<file path="src/rtl/seq_mul4_ctrl.sv">
// Shift-and-add 4x4 -> 8-bit unsigned multiplier sequencer over a shared ripple adder.
// Optional build macro SEQ_MUL4_EARLY_EXIT_EN: finish as soon as no multiplier bits remain.
//
// state | meaning
// IDLE  | waiting for start; operands latched on accept
// RUN   | one multiplier bit consumed per clock
// DONE  | one-cycle done pulse, product valid
module seq_mul4_ctrl #(
  parameter int WIDTH = 4
) (
  input  logic               clk,
  input  logic               rst,
  input  logic               start,
  input  logic [WIDTH-1:0]   a,
  input  logic [WIDTH-1:0]   b,
  output logic               busy,
  output logic               done,
  output logic [2*WIDTH-1:0] product
);

  typedef enum logic [1:0] {IDLE, RUN, DONE} state_t;

  state_t state, state_nxt;

  logic [WIDTH-1:0]   m_q, m_nxt;
  logic [WIDTH-1:0]   acc_q, acc_nxt;
  logic [WIDTH-1:0]   q_q, q_nxt;
  logic [2:0]         cnt_q, cnt_nxt;
  logic [2*WIDTH-1:0] product_nxt;

  logic [WIDTH-1:0] add_a, add_b, add_sum;
  logic             add_cin, add_sub, add_cout;

  logic [WIDTH-1:0]   acc_sh, q_sh;
  logic [2:0]         cnt_inc;
  logic               run_exit;
  logic [2*WIDTH-1:0] prod_final;

  // Adder operands: add mode only, carry-in tied low.
  assign add_a   = acc_q;
  assign add_b   = q_q[0] ? m_q : '0;
  assign add_cin = 1'b0;
  assign add_sub = 1'b0;

  always_comb begin
    logic             cy;
    logic [WIDTH-1:0] bx;
    add_sum = '0;
    bx      = add_b ^ {WIDTH{add_sub}};
    cy      = add_cin;
    for (int i = 0; i < WIDTH; i++) begin
      add_sum[i] = add_a[i] ^ bx[i] ^ cy;
      cy         = (add_a[i] & bx[i]) | (cy & (add_a[i] ^ bx[i]));
    end
    add_cout = cy;
  end

  // The carry C lives only for the cycle: shifting {C,ACC,Q} right moves it into ACC's MSB
  // and leaves C zero, so it never needs its own flop.
  assign acc_sh  = {add_cout, add_sum[WIDTH-1:1]};
  assign q_sh    = {add_sum[0], q_q[WIDTH-1:1]};
  assign cnt_inc = cnt_q + 3'd1;

  always_comb begin
`ifdef SEQ_MUL4_EARLY_EXIT_EN
    run_exit   = (cnt_inc == 3'd4) || ((q_sh & (4'hF >> cnt_inc)) == 4'h0);
    prod_final = {acc_sh, q_sh} >> (3'd4 - cnt_inc);
`else
    run_exit   = (cnt_inc == 3'd4);
    prod_final = {acc_sh, q_sh};
`endif
  end

  always_comb begin
    state_nxt   = state;
    m_nxt       = m_q;
    acc_nxt     = acc_q;
    q_nxt       = q_q;
    cnt_nxt     = cnt_q;
    product_nxt = product;
    busy        = (state != IDLE);
    done        = (state == DONE);
    case (state)
      IDLE: begin
        if (start) begin
          m_nxt     = a;
          q_nxt     = b;
          acc_nxt   = '0;
          cnt_nxt   = '0;
          state_nxt = RUN;
        end
      end
      RUN: begin
        acc_nxt = acc_sh;
        q_nxt   = q_sh;
        cnt_nxt = cnt_inc;
        if (run_exit) begin
          product_nxt = prod_final;
          state_nxt   = DONE;
        end
      end
      DONE:    state_nxt = IDLE;
      default: state_nxt = IDLE;
    endcase
  end

  always_ff @(posedge clk) begin
    if (rst) begin
      state   <= IDLE;
      m_q     <= '0;
      acc_q   <= '0;
      q_q     <= '0;
      cnt_q   <= '0;
      product <= '0;
    end else begin
      state   <= state_nxt;
      m_q     <= m_nxt;
      acc_q   <= acc_nxt;
      q_q     <= q_nxt;
      cnt_q   <= cnt_nxt;
      product <= product_nxt;
    end
  end

endmodule

</file>
<file path="config.mk">
export PLATFORM = sky130hd
export DESIGN_NAME = seq_mul4_ctrl
export DESIGN_NICKNAME = d
export VERILOG_FILES = /design/src/rtl/seq_mul4_ctrl.sv
export SDC_FILE = /design/constraint.sdc
export NUM_CORES = 1
export LEC_CHECK = 0
export ABC_AREA = 1
export CORE_ASPECT_RATIO = 1.5
export CORE_UTILIZATION = 50
export DETAILED_ROUTE_END_ITERATION = 10
export GPL_ROUTABILITY_DRIVEN = 0
export GPL_TIMING_DRIVEN = 0
export MAX_ROUTING_LAYER = met4
export PLACE_DENSITY = 0.85
export RECOVER_POWER = 50
export SLEW_MARGIN = 20
export SYNTH_ARGS = -nofsm -noshare
export SYNTH_HDL_FRONTEND = slang
export SYNTH_SLANG_ARGS = --single-unit
</file>
<file path="constraint.sdc">
create_clock -name clk -period 3.15 [get_ports clk]
set_input_delay 0.63 -clock clk [delete_from_list [all_inputs] [get_ports clk]]
set_output_delay 0.63 -clock clk [all_outputs]
set_load 0.01 [all_outputs]
</file>
# [Word-level counts from Yosys, hierarchy flattened]
# Index checks and enable logic that the tools add are counted.
[word_totals] register_bits=25 out_inout_bits=10 elab_cells=46
[classes] addsub=1 eq_ne=5 mux=10 n_bitwise=17 reduce_logical=7
[op_table] cell="case mux 4 bit (2 select lines)" count=2
[op_table] cell="two-way mux 4 bit" count=3
[op_table] cell="AND reduction 2 bit" count=4
[op_table] cell="AND 1 bit" count=7
[op_table] cell="XOR 1 bit" count=7
[op_table] cell="case mux 3 bit (2 select lines)" count=1
[op_table] cell="two-way mux 2 bit" count=2
[op_table] cell="!= test 2 bit (second input constant)" count=2
[op_table] cell="case mux 2 bit (2 select lines)" count=1
[op_table] cell="nonzero test 2 bit" count=2
[op_table] cell="adder 3 x 1 -> 3 bit (second input constant)" count=1
[op_table] cell="equality test 3 bit (second input constant)" count=1
[op_table] cell="two-way mux 3 bit" count=1
[op_table] cell="bitwise OR 1 bit" count=3
[op_table] cell="equality test 2 x 1 -> 1 bit (second input constant)" count=1
[op_table] cell="equality test 2 bit (second input constant)" count=1
[op_table] cell="logical NOT 2 bit" count=1

# [Depth between registers and ports, before layout]
[logic_depth] ltp_word=9 depth_mapped=10 ltp_nobuf=10

# [Least setup slack after synthesis]
# OpenSTA, ideal clock, no wires.
[synth_path] path_kind="flip-flop to flip-flop" startpoint="reg q_q[0]" endpoint="reg acc_q[2]" arrival_ns=2.123 t_required_ns=3.080 setup_slack_ns=0.958 path_stages_with_launch=10 path_cell_list="dfxtp_1 > nand2_1 > inv_1 > ha_1 > inv_1 > fa_1 > fa_1 > fa_1 > or2_1 > a21oi_1"
[synth_via] elab_chain_len=8 word_cells_on_any_way=13 cone_classes="mux (2); bitwise (11)"
[synth_lines] item="from (decl)" line_no="27" source="logic [WIDTH-1:0] q_q, q_nxt;"
[synth_lines] item="from (signal assigned)" line_no="119" source="q_q <= q_nxt;"
[synth_lines] item="two-way mux 4 bit (*)" line_no="41" source="assign add_b = q_q[0] ? m_q : '0;"
[synth_lines] item="AND 1 bit or XOR 1 bit (tied branches)" line_no="53" source="cy = (add_a[i] & bx[i]) | (cy & (add_a[i] ^ bx[i]));"
[synth_lines] item="AND 1 bit" line_no="53"
[synth_lines] item="bitwise OR 1 bit" line_no="53"
[synth_lines] item="AND 1 bit" line_no="53"
[synth_lines] item="bitwise OR 1 bit" line_no="53"
[synth_lines] item="XOR 1 bit (*)" line_no="52" source="add_sum[i] = add_a[i] ^ bx[i] ^ cy;"
[synth_lines] item="case mux 4 bit (2 select lines) (*)" line_no="83" source="case (state)"
[synth_lines] item="to (signal assigned)" line_no="118" source="acc_q <= acc_nxt;"
[synth_lines] item="to (decl)" line_no="26" source="logic [WIDTH-1:0] acc_q, acc_nxt;"
# Mark *: on every way between the ends. The rest lies on a longest branch, timed or not.
# A chain may end at the register's enable or synchronous reset.

# [Worst setup path after layout]
# Same ends and word-level chain as after synthesis.

==> impl_metrics.toml <==
[worst_setup_path]
cp_num_cells = 9
r2r_setup_slack_ns = 0.78
cp.arrival_ns = 2.62
crit_type = "flop to flop"
crit_fanout = 5
crit_buf_inv = 2
cp_slowest_cell = "fa_1"
reg2reg_depth = 9
cpPeakStageDelay_ns = 0.46
cp_data_required_time_ns = 3.39
startpoint_type = "flop"
path_cells = "nand2_1, inv_1, ha_1, inv_1, fa_1, fa_1, fa_1, or2_1, a21oi_1"
path_delay_family = "adder cells"
cp-end-kind = "flop"
crit_top_cell = "fa_1"

[clock_network]
htreeDepth = 1
cts_tree = "done"
postCtsSetupBuffers = 0
cts.hold.buffers_added = 0
cts_resized = 0
cts_sinks = 25
numCtsBuffers = 3
cts-root-buf = "clkbuf_4"
clk_pin_slew_worst_paths_ns = 0.13
insertion_delay_ns = 0.30
cts.path.max_buffers = 2

[synthesis]
syn-mean-instance-area_um2 = 7.21
synthCells = 160
synth_top_area_share_pct = 43.4
synth_most_common_cell = "nand2_1"
syn-num-nets = 177
syn_area_mm2 = 0.00115
ys_seq_area_share_pct = 43.4
netlist_top_cells_count = "43 x nand2_1, 34 x nor2_1, 25 x dfxtp_1, 15 x inv_1, 10 x o21ai_0"
yosys_warnings = 0
ys_ff_latch = 25
ys_types = 17
synth_edf_count = 0
synth_ff_type = "dfxtp_1"
synth_top_area_cell = "dfxtp_1"
async_reset_ff_share_pct = 0
netlist_top_cells_area = "dfxtp_1 43%, nand2_1 14%, nor2_1 11%"

[placement]
hpwlAfterDp_mm = 1.83
port-buffer-count = 19
place_ws_ns = 0.825

[layout]
drive_gt1_share_pct = 5.46
n_antenna_cell = 0
syn_to_final_growth_pct = 20.4
nNetsFinal = 201
final_util_pct = 66.1
fillCellCount = 200

[die]
io_pins = 21
die-width_um = 41.2
start_util_pct = 54.9
die_h_um = 60.8
fp.coreArea_mm2 = 0.00210
rows = 20
dieArea_mm2 = 0.00251

[timing]
fin_ws_ns = 0.778
setup_violations = 0
rsz0062_at_grt = "no"
finalCriticalPeriod_ns = 2.37
slew-limit-headroom_pct = 69.8
maxSlewViolCount = 0
final.setup_skew_ns = 0.00567
tightest_slew_ns = 0.452
hold_violations = 0
holdWs_ns = 0.484
max_freq_mhz = 422
fin_tns_setup_ns = 0
layout_worst_path_cycle_share_pct = 75.3

[min_path]
hp-class = "flop to flop"
hold_depth = 2

[global_route]
track_usage_pct = 22.7
grt_max_degree = 14
antenna_found_initial = 0
grt_pass1_vias = 931
grt_pass1_wl_mm = 3.83
grt_overflow = 0

[detailed_routing]
first_pass_iters = 4
detail_route.vias_per_cell = 5.07
drc = 0
ant_nets = 0
wirelength_mm = 2.35
routedWlPerCell_um = 11.5
drt_iter0_drc = 23
dr_total_vias = 1040

[power_and_ir_drop]
p_leak_uw = 0.000594
power_uw = 543
irDropWorstVdd_uv = 214
power.density_mw_per_mm2 = 391

[flow_run]
maxCapViolations = 0

[outcome]
status = "finished, final reports clean"
[worst reg2reg max path: cells and delay by family, from the launching register on]
kind | cells | cell delay (ns)
compound gates | 1 | 0.11
buf+inv | 2 | 0.10
simple gates | 2 | 0.31
fa+ha+maj | 4 | 1.37
flops | 1 | 0.42
[kinds of logic (layout without fill, tap and decap cells)]
family                   Yosys count  in the layout  share of synthesized area (%)
AO/OA/AOI/OAI                     18             18                           7.81
adder cells (fa/ha/maj)            6              6                           8.46
AND/OR/NAND/NOR                   90             90                           32.6
buffers and inverters             21             44                           7.70
flip-flops                        25             25                           43.4
[registers in the layout, indices dropped and copies added, names as in the netlist]
| name | flops |
|---|---|
| state | 2 |
| acc_q | 4 |
| cnt_q | 3 |
| m_q | 4 |
| q_q | 4 |
| product | 8 |
[cell type report]
class	instances	area [um^2]	area share (%)
plain buffers	4	21.3	1.53
multi-input cells	114	559	40.3
flip-flops and latches	25	500	36.0
well taps	22	27.5	1.98
repair buffers	19	190	13.7
inverters	17	63.8	4.59
clock buffers	4	26.3	1.89
[metal layers]
metal | vias up | global-route usage [%] | part of all wire (%)
met5 | - | - | 0
met4 | 0 | 8.29 | 1.5
met3 | 6 | 2.20 | 3.2
met2 | 25 | 40.4 | 53
met1 | 469 | 24.5 | 43
li1 | 540 | - | -
[cell usage in the layout, fill, tap and decap left out]
cell type,count
nor2_2,1
nand4_1,4
dfxtp_1,25
buf_4,1
nand3_1,3
clkdlybuf4s50_1,18
clkbuf_1,2
ha_1,3
inv_2,2
or2_1,4
dlygate4sd3_1,1
a21oi_1,8
nor2_4,1
o21ai_0,10
inv_1,15
nand2_1,43
clkbuf_4,3
nor2_1,34
fa_1,3
buf_2,2
[worst paths after layout]
kind                               start       end
worst max-delay path              q_q[0]  acc_q[2]
worst min-delay path            acc_q[2]  acc_q[2]
worst max register to register    q_q[0]  acc_q[2]
worst min register to register  acc_q[2]  acc_q[2]
[through the flow]
step,instances,area [um^2]
after global placement,201,1370
after floorplan,160,1150
after detailed placement,201,1370
final,205,1390
after CTS,205,1400
after global routing,205,1390
[power by group]
part           switching, uW  internal, uW  leakage [uW]  total, uW
clock                   87.8          49.3     0.0000150        137
sequential              9.22           329      0.000204        338
combinational           39.1          29.0      0.000375       68.1
Power figures use the tool's default switching activity.
